<file path="src/rtl/cpu_cond_pkg.sv">
// Shared definitions for the conditional-execution stage.
//   - Condition-code values (instruction bits [31:28]).
//   - Bit positions inside the {N,Z,C,V} flag vector.
//   - Bit positions inside the two-bit flag-write enable.
package cpu_cond_pkg;

    localparam logic [3:0] COND_EQ = 4'b0000;
    localparam logic [3:0] COND_NE = 4'b0001;
    localparam logic [3:0] COND_CS = 4'b0010;
    localparam logic [3:0] COND_CC = 4'b0011;
    localparam logic [3:0] COND_MI = 4'b0100;
    localparam logic [3:0] COND_PL = 4'b0101;
    localparam logic [3:0] COND_VS = 4'b0110;
    localparam logic [3:0] COND_VC = 4'b0111;
    localparam logic [3:0] COND_HI = 4'b1000;
    localparam logic [3:0] COND_LS = 4'b1001;
    localparam logic [3:0] COND_GE = 4'b1010;
    localparam logic [3:0] COND_LT = 4'b1011;
    localparam logic [3:0] COND_GT = 4'b1100;
    localparam logic [3:0] COND_LE = 4'b1101;
    localparam logic [3:0] COND_AL = 4'b1110;
    localparam logic [3:0] COND_NV = 4'b1111;

    localparam int FLAG_N = 3;
    localparam int FLAG_Z = 2;
    localparam int FLAG_C = 1;
    localparam int FLAG_V = 0;

    localparam int FW_NZ = 1;
    localparam int FW_CV = 0;

endpackage

</file>
<file path="src/rtl/cond_check.sv">
// Condition evaluator: maps a 4-bit condition field and the stored
// {N,Z,C,V} flags to a pass/fail bit. Purely combinational.
// Ports:
//   cond    in  [3:0]  condition field
//   flags   in  [3:0]  stored {N,Z,C,V}
//   cond_ex out        1 when the condition holds
module cond_check
    import cpu_cond_pkg::*;
(
    input  logic [3:0] cond,
    input  logic [3:0] flags,
    output logic       cond_ex
);

    logic n;
    logic z;
    logic c;
    logic v;

    assign n = flags[FLAG_N];
    assign z = flags[FLAG_Z];
    assign c = flags[FLAG_C];
    assign v = flags[FLAG_V];

    always_comb begin
        cond_ex = 1'b0;
        case (cond)
            COND_EQ: cond_ex = z;
            COND_NE: cond_ex = ~z;
            COND_CS: cond_ex = c;
            COND_CC: cond_ex = ~c;
            COND_MI: cond_ex = n;
            COND_PL: cond_ex = ~n;
            COND_VS: cond_ex = v;
            COND_VC: cond_ex = ~v;
            COND_HI: cond_ex = c & ~z;
            COND_LS: cond_ex = ~c | z;
            COND_GE: cond_ex = (n == v);
            COND_LT: cond_ex = (n != v);
            COND_GT: cond_ex = ~z & (n == v);
            COND_LE: cond_ex = z | (n != v);
            COND_AL: cond_ex = 1'b1;
            COND_NV: cond_ex = 1'b0;
        endcase
    end

endmodule

</file>
<file path="src/rtl/cond_logic.sv">
// Conditional-execution stage: holds the NZCV flag register, evaluates the
// instruction condition against the stored flags and gates the control
// unit's write/PC requests so a failed condition turns the instruction
// into a no-op.
// Ports:
//   CLK         in         system clock, rising edge
//   RESET       in         asynchronous active-high reset
//   COND        in  [3:0]  condition field
//   ALU_FLAGS   in  [3:0]  {N,Z,C,V} from the ALU for this instruction
//   FLAG_WRITE  in  [1:0]  bit1 = update N/Z, bit0 = update C/V
//   NO_WRITE    in         suppress register write (compare ops)
//   PCS         in         PC write request
//   REG_W       in         register-file write request
//   MEM_W       in         data-memory write request
//   PC_SRC      out        gated PC source select
//   REG_WRITE   out        gated register-file write enable
//   MEM_WRITE   out        gated data-memory write enable
//   COND_EX     out        condition passed on stored flags
//   FLAGS       out [3:0]  stored {N,Z,C,V}
module cond_logic
    import cpu_cond_pkg::*;
#(
    parameter logic [3:0] RESET_FLAGS = 4'b0000
)
(
    input  logic       CLK,
    input  logic       RESET,
    input  logic [3:0] COND,
    input  logic [3:0] ALU_FLAGS,
    input  logic [1:0] FLAG_WRITE,
    input  logic       NO_WRITE,
    input  logic       PCS,
    input  logic       REG_W,
    input  logic       MEM_W,
    output logic       PC_SRC,
    output logic       REG_WRITE,
    output logic       MEM_WRITE,
    output logic       COND_EX,
    output logic [3:0] FLAGS
);

    logic [1:0] nz;
    logic [1:0] cv;

    assign FLAGS = {nz, cv};

    // Evaluated on the stored flags only, so an instruction sees the flags
    // produced before it, never its own ALU result.
    cond_check u_cond_check (
        .cond    (COND),
        .flags   (FLAGS),
        .cond_ex (COND_EX)
    );

    always_ff @(posedge CLK or posedge RESET) begin
        if (RESET) begin
            nz <= RESET_FLAGS[FLAG_N:FLAG_Z];
            cv <= RESET_FLAGS[FLAG_C:FLAG_V];
        end else begin
            if (FLAG_WRITE[FW_NZ] && COND_EX) begin
                nz <= ALU_FLAGS[FLAG_N:FLAG_Z];
            end
            if (FLAG_WRITE[FW_CV] && COND_EX) begin
                cv <= ALU_FLAGS[FLAG_C:FLAG_V];
            end
        end
    end

    // Side-effecting enables are held off for the whole reset window.
    assign PC_SRC    = PCS   & COND_EX & ~RESET;
    assign REG_WRITE = REG_W & COND_EX & ~NO_WRITE & ~RESET;
    assign MEM_WRITE = MEM_W & COND_EX & ~RESET;

endmodule

</file>
<file path="config.mk">
export PLATFORM = sky130hd
export DESIGN_NAME = cond_logic
export DESIGN_NICKNAME = d
export VERILOG_FILES = /design/src/rtl/cpu_cond_pkg.sv /design/src/rtl/cond_check.sv /design/src/rtl/cond_logic.sv
export SDC_FILE = /design/constraint.sdc
export NUM_CORES = 1
export LEC_CHECK = 0
export ABC_AREA = 1
export BUFFER_PORTS_ARGS = -buffer_cell sky130_fd_sc_hd__buf_2
export CAP_MARGIN = 40
export CELL_PAD_IN_SITES_DETAIL_PLACEMENT = 0
export CELL_PAD_IN_SITES_GLOBAL_PLACEMENT = 2
export CORE_MARGIN = 2
export CORE_UTILIZATION = 18
export CTS_CLUSTER_SIZE = 24
export DETAILED_ROUTE_END_ITERATION = 12
export PLACE_DENSITY_LB_ADDON = 0.08
export SYNTH_ARGS = -nofsm -noshare
export SYNTH_HDL_FRONTEND = slang
export SYNTH_HIERARCHICAL = 1
export SYNTH_SLANG_ARGS = --single-unit
</file>
<file path="constraint.sdc">
create_clock -name CLK -period 2 [get_ports CLK]
set_clock_uncertainty 0.2 [all_clocks]
set_input_delay 0.3 -clock CLK [delete_from_list [all_inputs] [get_ports CLK]]
set_output_delay 0.3 -clock CLK [all_outputs]
set_load 0.01 [all_outputs]
</file>
**After elaboration in Yosys (flattened, before gate mapping)**

Cells that the tools add are included.

- Bits in registers: 4
- Latch bits: 0
- Bits in writable memories: 0
- Bits in read-only memories: 0
- Output and inout bits: 8
- Memories kept: 0

- Add/subtract/negate cells: 0
- Multiply operators: 0
- Div/mod/pow operators: 0
- Magnitude comparators: 0
- Eq/ne operators: 17
- Shifts and indexed selects: 0
- Mux-type cells: 1
- Bitwise gates (word level): 17
- Reductions and logical operators: 3

Operators with widths:

| cell | count |
|---|---|
| $eq A4 B4 Y1 const B | 8 |
| $eq A4 B3 Y1 const B | 4 |
| $pmux W1 S16 | 1 |
| $and A1 B1 Y1 | 9 |
| $eq A4 B2 Y1 const B | 2 |
| $not A1 Y1 | 6 |
| $eq A4 B1 Y1 const B | 1 |
| $logic_not A4 Y1 | 1 |
| $logic_and A1 B1 Y1 | 2 |
| $or A1 B1 Y1 | 2 |
| $eq A1 B1 Y1 | 1 |
| $ne A1 B1 Y1 | 1 |

**Depth between registers and ports, before layout**

Gate-level depths: netlist (run 1).

- Depth after elaboration: 6
- Depth in mapped cells: 14
- Mapped depth without buffers: 13

**Hierarchy**

Netlist (run 1), hierarchy kept.

Modules (own cells, without submodules):

| module | instances | cells an instance | area each (sq um) | seq. area each (sq um) |
|---|---|---|---|---|
| cond_logic | 1 | 28 | 212.7 | 100.1 |
| cond_check | 1 | 45 | 205.2 | 0.0 |

**Worst setup path after synthesis (run 1)**

Ideal clock, no wire load.

- Path type: reg2out
- Start point: reg nz[1]
- End point: out MEM_WRITE
- Arrival time: 1.374 ns
- Setup slack: 0.126 ns
- Stages on the path, launching flop included: 13
- Path buffers: 1
- Cells stage by stage: dfrtp_1 > inv_1 > nand2_1 > nand2_1 > nand3_1 > nand2_1 > nand2_1 > nand3_1 > nand2_1 > nand3_2 > buf_6 > nand2_1 > nor2_1

- Cells in the longest elaborated chain, start to end: 5
- Elaborated cells between the ends (all ways): 8

RTL lines:

| what | line | RTL |
|---|---|---|
| start: declaration | cond_logic.sv:42 | `logic [1:0] nz;` |
| start signal: assignment | cond_logic.sv:57 | `nz <= RESET_FLAGS[FLAG_N:FLAG_Z];` |
| start signal: assignment | cond_logic.sv:61 | `nz <= ALU_FLAGS[FLAG_N:FLAG_Z];` |
| $ne A1 B1 Y1 or $eq A1 B1 Y1 (tied branches) | -- |  |
| $or A1 B1 Y1 or $and A1 B1 Y1 (tied branches) | cond_check.sv:41, cond_check.sv:40 |  |
| $pmux W1 S16 (*) | cond_check.sv:27 | `case (cond)` |
| named net COND_EX | cond_logic.sv:38 | `output logic COND_EX,` |
| $and A1 B1 Y1 (*) (2 in series) | cond_logic.sv:72 | `assign MEM_WRITE = MEM_W & COND_EX & ~RESET;` |
| end: declaration | cond_logic.sv:37 | `output logic MEM_WRITE,` |

Mark *: on every way through the listed nets, which the timed path passes. The rest lies on a longest branch.

**Worst setup path after layout (run 1)**

- Start point: reg cv[0]
- End point: out PC_SRC

- Cells in the longest elaborated chain, start to end: 5
- Elaborated cells between the ends (all ways): 8

RTL lines:

| what | line | RTL |
|---|---|---|
| start: declaration | cond_logic.sv:43 | `logic [1:0] cv;` |
| start signal: assignment | cond_logic.sv:58 | `cv <= RESET_FLAGS[FLAG_C:FLAG_V];` |
| start signal: assignment | cond_logic.sv:64 | `cv <= ALU_FLAGS[FLAG_C:FLAG_V];` |
| $ne A1 B1 Y1 or $eq A1 B1 Y1 (tied branches) | -- |  |
| $or A1 B1 Y1 or $and A1 B1 Y1 (tied branches) | cond_check.sv:41, cond_check.sv:40 |  |
| $pmux W1 S16 (*) | cond_check.sv:27 |  |
| $and A1 B1 Y1 (*) (2 in series) | cond_logic.sv:70 | `assign PC_SRC = PCS & COND_EX & ~RESET;` |
| end: declaration | cond_logic.sv:35 | `output logic PC_SRC,` |

Mark *: on every way between the ends. The rest lies on a longest branch, timed or not.

==> results summary, run 1 <==
The flow ran to the end, but the final reports show violations. The checks that failed: negative setup slack. The biggest area contributor in the post-synthesis netlist is nand2_1. The die outline area came out at 2720 sq um. The overall power after layout came out at 0.751 mW.

The reported max-cap violation count is 0. The mux share of post-synthesis cell area is 0. In the final routed layout, each cell accounts on average for 9.54 um. The cell count after synthesis came out at 73. The die outline width came out at 52.2 um. The cell at the root of the clock tree is clkbuf_4. Across all setup checks in the final design, the least slack found is -0.0711 ns. Clock latency on the worst-skew pair, taken at its later pin, is between 0.2 and 0.25 ns. Tracing the worst setup path back leads to its startpoint at cv[0]. The detailed-route vias per instance is 4.19. The global-route wire length before repair is 2270 um.

In this run the critical register-to-register path is captured at cv[0]. The area growth from synthesis to final layout is 57.5%. The final HPWL from detailed placement is 992 um. Once layout is done, the placed cells without fillers occupy around 660 sq um.

The path class of the tightest hold or removal check is input pin to register. The total of flip-flops plus latches after synthesis is 4. The number of buffers added by the clock tree synthesis step came out at 3. The summed instance area of the synthesized netlist came out at approximately 420 sq um. By startpoint and endpoint, the worst setup path is classified as register to output pin. The maximum number of pins on one net before global-route repair is 8.

The starting density of the core is 0.189. In this run the worst path has a maximum fanout of 7. In the layout the commonest cells are nand2_1, buf_2, nand3_1.

In this run the number of H-tree levels came out at 1. Port buffering added 23 buffers. The reg-to-reg setup timing slack is ~0.19 ns. The repair_antennas step left the layout with diodes totalling 0. The height of the chip came out at 52.2 um.

Synthesis produced a netlist with a net count of 89. The post-detailed-route DRC marker count is 0. Setup repair after global routing could not meet its margin everywhere.

The peak supply drop is 0.365 mV. TritonCTS built the clock tree. The endpoint of the most critical setup path is PC_SRC. The data arrival time of the critical path came out at 1.57 ns. The critical register-to-register path startpoint is cv[0].

Yosys attributes the largest share of cell area to nand2_1, dfrtp_1, nand3_1. In the final layout, the share of cells above drive strength 1 is 0.481. The final setup violation count is 3.

The arithmetic-cell share of the synthesized area counting full adders, half adders and majority gates came out at 0. The share of the Yosys chip area taken by registers is 0.240. Of the total synthesized cell area, the portion taken by XOR and XNOR cells is 0. The floorplan core area is 2210 sq um.

The time the worst path needs with I/O delays and setup is 2.07 ns. The final hold violation count is 0. The total length of routed wires is about 1300 um. At the end of the flow the core is filled with cells to 0.298. In this run the most critical hold path is launched from ALU_FLAGS[0]. The combinational family with the most area after synthesis is simple AND/OR/NAND/NOR gates. The net count reported at finish came out at 122. The number of antenna violations at the first check in global routing came out at 0. The sum of negative setup slack is -0.187 ns. Across every metal layer, demand over resource in global routing totals 0.112. The first-iteration detailed-routing DRC count is 2. The worst setup path is captured at an output pin.

After floorplanning, the core was divided into 17 placement rows. The compound-cell area share of the yosys netlist was 0.0838. The length of the first detailed-routing pass in iterations is 3.

The leakage dissipation came out at 0.379 nW. Summed over all layers, the global routing overflow is 0. The simple-gate share of the synthesized area came out at 0.560. The distinct cell type count after synthesis came out at 14. The buffer depth of the longest clock path came out at 2. The final cell count without fillers is between 100 and 150. The length in cells of the worst reg-to-reg path came out at 12. The tightest slew margin relative to the limit came out at 0.857. Of the post-synthesis cell area, the dominant cell type holds 0.251.

Power spread over the standard cell area amounts to 1140 nW/um^2. The total via count after detailed routing is 553. In this run the mean area of a mapped cell was 5.72 sq um. STA classifies the critical path startpoint as a register. The number of clock sinks seen by CTS is 4.

Including well taps, the total number of placed cells is 126. Yosys printed 6 warnings. The total count of max-transition violations in the final report was 0.

The post-route antenna net violation count is 0. The data required time of the worst path is 1.50 ns. In this run the count of I/O pins placed on the die edge is 24. The placer congestion estimate is ~0.83. The post-route clock period utilization is 1.04.

The slew at the pin closest to its max-slew limit is between 0.2 and 0.25 ns. Summing all placed instances gives a cell area of 579 sq um. The number of global-route vias before repair is between 500 and 600. The maximum frequency from static timing analysis is a little under 500 MHz. The clock transition at the registers of the reported paths is 0.04 ns.
-- cells by family (layout without fill, tap and decap cells) --
kind of cell	Yosys count	in the layout
AOI/OAI and AO/OA	6	6
and+or+nand+nor	52	52
DFF	4	4
buffers and inverters	11	42
-- worst min path at each step --
| stage | end | cells after the start |
|---|---|---|
| 3_3_place_gp | cv[1] | 2 |
| 5_1_grt | cv[0] | 3 |
| 6_report | cv[0] | 3 |
| 4_1_cts | cv[0] | 3 |
| 2_1_floorplan | cv[0] | 1 |
| 3_5_place_dp | cv[1] | 2 |
-- synthesized netlist by cell type (all sizes together) --
cell type and number:
a21oi 1, buf 1, dfrtp 4, inv 10, nand2 31, nand3 13, nor2 8, o211ai 2
o21ai 3
-- through the flow --
| stage | hold WS, ns | worst slack, ns |
|---|---|---|
| 2_1_floorplan | -0.118 | 0.126 |
| 3_3_place_gp | 0.0321 | -0.0355 |
| 3_5_place_dp | 0.0388 | 0.0263 |
| 4_1_cts | 0.0898 | -0.0898 |
| 5_1_grt | 0.108 | -0.217 |
| 6_report | 0.0898 | -0.0711 |
-- routing by layer --
layer,share of wire,global-route usage,wire (um)
met1,0.41,0.131,522
met2,0.54,0.192,675
met3,0.048,0.0257,60
met4,0,0.0556,0
met5,0,0,0
-- registers in the layout, summed over array words and instances, names as in the netlist --
signal	count
cv	2
nz	2
-- worst max-delay path, cell delays in order, from the launching register on --
cell and delay (ns):
dfrtp_2 0.44, inv_2 0.07, nand2_2 0.06, nand2_2 0.08, nand3_2 0.06, nand2_1 0.06, nand2_1 0.06, nand3_2 0.07
nand2_2 0.07, nand3_4 0.10, nand2_2 0.05, nor2_1 0.09, buf_2 0.13
-- repair_timing --
| item | 4_1_cts | 5_1_grt |
|---|---|---|
| hold buffers | 1 | 0 |
| pin swaps | 4 | 4 |
| resized for setup | 6 | 4 |
| setup endpoints to repair | 4 | 4 |
| hold endpoints to repair | 4 | 0 |
| buffers inserted | 1 | 1 |
-- power by group --
group / total (mW) / internal, mW / switching (mW)
clock: 0.101 / 0.0672 / 0.0335
combinational: 0.478 / 0.211 / 0.267
sequential: 0.172 / 0.122 / 0.0505
-- area by class of cell --
class                   count  area (sq um)
clock buffers               3          22.5
fillers                   277          1550
inverters                  10          37.5
multi-input cells          58           299
flip-flops and latches      4           101
well taps                  28          35.0
repair buffers             29           163
No activity file was read; power rests on OpenSTA's default activity.
==> run 2, diff against run 1 <==
CORE_UTILIZATION = 17   (was 18)
clock period = 1.8 ns   (was 2 ns; I/O delays follow)
==> results summary, run 2 (synthesized netlist as in run 1, its figures left out) <==
The starting density of the core is 0.184. The largest stage delay on the critical path came out at 0.44 ns. The clock passes through at most 2 buffers. The clock transition at the registers of the reported paths is about 0.040 ns.

Derived from the worst setup path, the maximum achievable clock frequency is around 490 MHz. The peak supply drop came out at 0.694 mV. In this run, the number of DRC markers left after iteration 0 of detailed routing was 4. The flow ran to the end, but the final reports show violations. Of the available clock period, the critical path in the final layout requires 1.14. The number of antenna violations at the first check in global routing is 0. In the layout the commonest cells are nand2_1, buf_2, buf_4.

The post-detailed-route DRC marker count came out at 0. The count of inserted antenna diode cells came out at 0. The worst hold path belongs to the class input pin to register. Setup repair after global routing could not meet its margin everywhere. Timing analysis after detailed placement gives a worst setup slack of -0.102 ns. The first global-routing pass estimated approximately 2000 um of wire.

The number of buffer and inverter stages on the critical path is 2. The number of clock sinks seen by CTS came out at 4. The CTS tree is done.

The slowest library cell on the worst path is dfrtp_2. The time the worst path needs with I/O delays and setup came out at ~2.1 ns. The number of global-route vias before repair is about 530. The kind of cell with the highest combined delay on the critical path is simple AND/OR/NAND/NOR gates.

The tree is rooted in a clkbuf_4. The area growth from synthesis to final layout came out at 78.7%. The type of the setup path with the least slack is register to output pin. The worst setup path is captured at an output pin. The final-layout fill cell count is 270. The tool flagged a number of max-cap violations equal to 0. The tightest slew margin relative to the limit came out at 0.860. The cell area power density is approximately 1300 nW/um^2.

Before antenna repair, the detailed router went through 4 iterations. The count of H-tree levels built during CTS came out at 1. The net count reported at finish came out at 130. In the global route stage, overall resource usage came out at 0.0988. The die covers 2870 sq um.

The global-route congestion overflow total came out at 0. The total length of routed wires is 1250 um. Measured along the x axis, the die boundary spans 53.6 um. The proportion of layout cells with a drive suffix above 1 came out at 0.549.

The overall power after layout came out at 0.972 mW. The cell that appears most often on the critical path is nor2_2. The count of port buffers added during placement is 23. After layout, the worst setup slack is -0.251 ns. The floorplan has 17 rows. The floorplan step defined a core boundary enclosing 2280 sq um. The final setup violation count came out at 8. The height of the chip is 53.6 um. The post-route antenna net violation count came out at 0. Walking the worst path, the cells encountered are buf_6 -> o211ai_1 -> nand3_1 -> nor2_2 -> nand3_4 -> nand2_2 -> nor2_2 -> buf_2. The placer congestion estimate is between 0.7 and 0.8. The final hold violation count came out at 0. The maximum number of pins on one net before global-route repair is 7.

The data arrival time of the critical path came out at 1.58 ns. The peak fanout along the critical path came out at 5. Across all layers, the routed design uses 578 vias.

The slew at the pin closest to its max-slew limit is around 0.21 ns. The number of I/O pins came out at 24. The total count of max-transition violations in the final report came out at 0. At the worst endpoint, the required time is ~1.3 ns. The detail-routed net length per standard cell came out at 8.87 um. Dividing the detail-routed via count by the number of cells gives 4.10. The largest registers in the layout are cv: 2 flops, nz: 2 flops. The final reports fail on negative setup slack. The number of buffers added by the clock tree synthesis step is 3. The final HPWL from detailed placement came out at a little over 1000 um. The leakage dissipation is 0.424 nW. The source-to-sink clock delay at the later pin of the worst-skew pair is 0.23 ns. STA classifies the critical path startpoint as a register.
## run 2: changes by cell type in the layout (fill, tap and decap cells not counted), moves of 2 or more
cell,delta
buf_4,+6
buf_6,+3
nor2_1,-2
nor2_2,+2
## run 2: timing repair
item / CTS / global route
setup endpoints to repair: 4 / 8
gates cloned: 0 / 0
hold buffers: 1 / 0
buffers inserted: 4 / 1
gates resized for setup: 9 / 5
pin swaps: 11 / 9
endpoints found under the hold margin: 4 / 0
## run 2: layout make-up
type                    instances  area, sq um  area share
multi-input cells              58          307       0.410
well taps                      28         35.0      0.0469
clock buffers                   4         26.3      0.0352
inverters                      10         40.0      0.0536
repair buffers                 37          236       0.317
flip-flops and latches          4          103       0.137
## run 2: through the flow
stage	area, sq um	hold slack [ns]	setup TNS, ns	utilization	cells
finish	747	0.0517	-1.48	0.328	141
global route	747	0.0616	-2.38	0.328	141
CTS	724	0.0444	-1.27	0.318	140
detailed placement	624	0.0276	-0.307	0.274	131
global placement	624	0.0319	-0.276	0.274	131
floorplan	425	-0.148	0	-	73
## run 2: where the power goes
| part | internal, mW | total [mW] | switching (mW) |
|---|---|---|---|
| sequential | 0.138 | 0.200 | 0.0628 |
| clock | 0.0834 | 0.123 | 0.0399 |
| combinational | 0.330 | 0.648 | 0.318 |
## run 2: tightest hold or removal path: cells and delay by family
kind / cells / cell delay [ns]
buffers and inverters: 1 / 0.07
AND/OR/NAND/NOR: 2 / 0.11
## run 2: per-layer routing
layer,vias up,GRT usage,routed length (um)
met5,-,0,0
met4,0,0.0513,0
met3,0,0.0222,70
met2,15,0.179,697
met1,250,0.106,483
li1,313,-,-
## run 2: final timing paths
check / from / endpoint / slack, ns / depth (start not counted)
max: cv[0] / REG_WRITE / -0.25 / 8
min: ALU_FLAGS[0] / cv[0] / 0.05 / 3
max reg2reg: cv[0] / nz[0] / -0.14 / 10
min reg2reg: nz[0] / nz[0] / 0.38 / 3
max in group asynchronous: RESET / nz[1] / 0.86 / 3
min in group asynchronous: RESET / cv[0] / 0.34 / 3
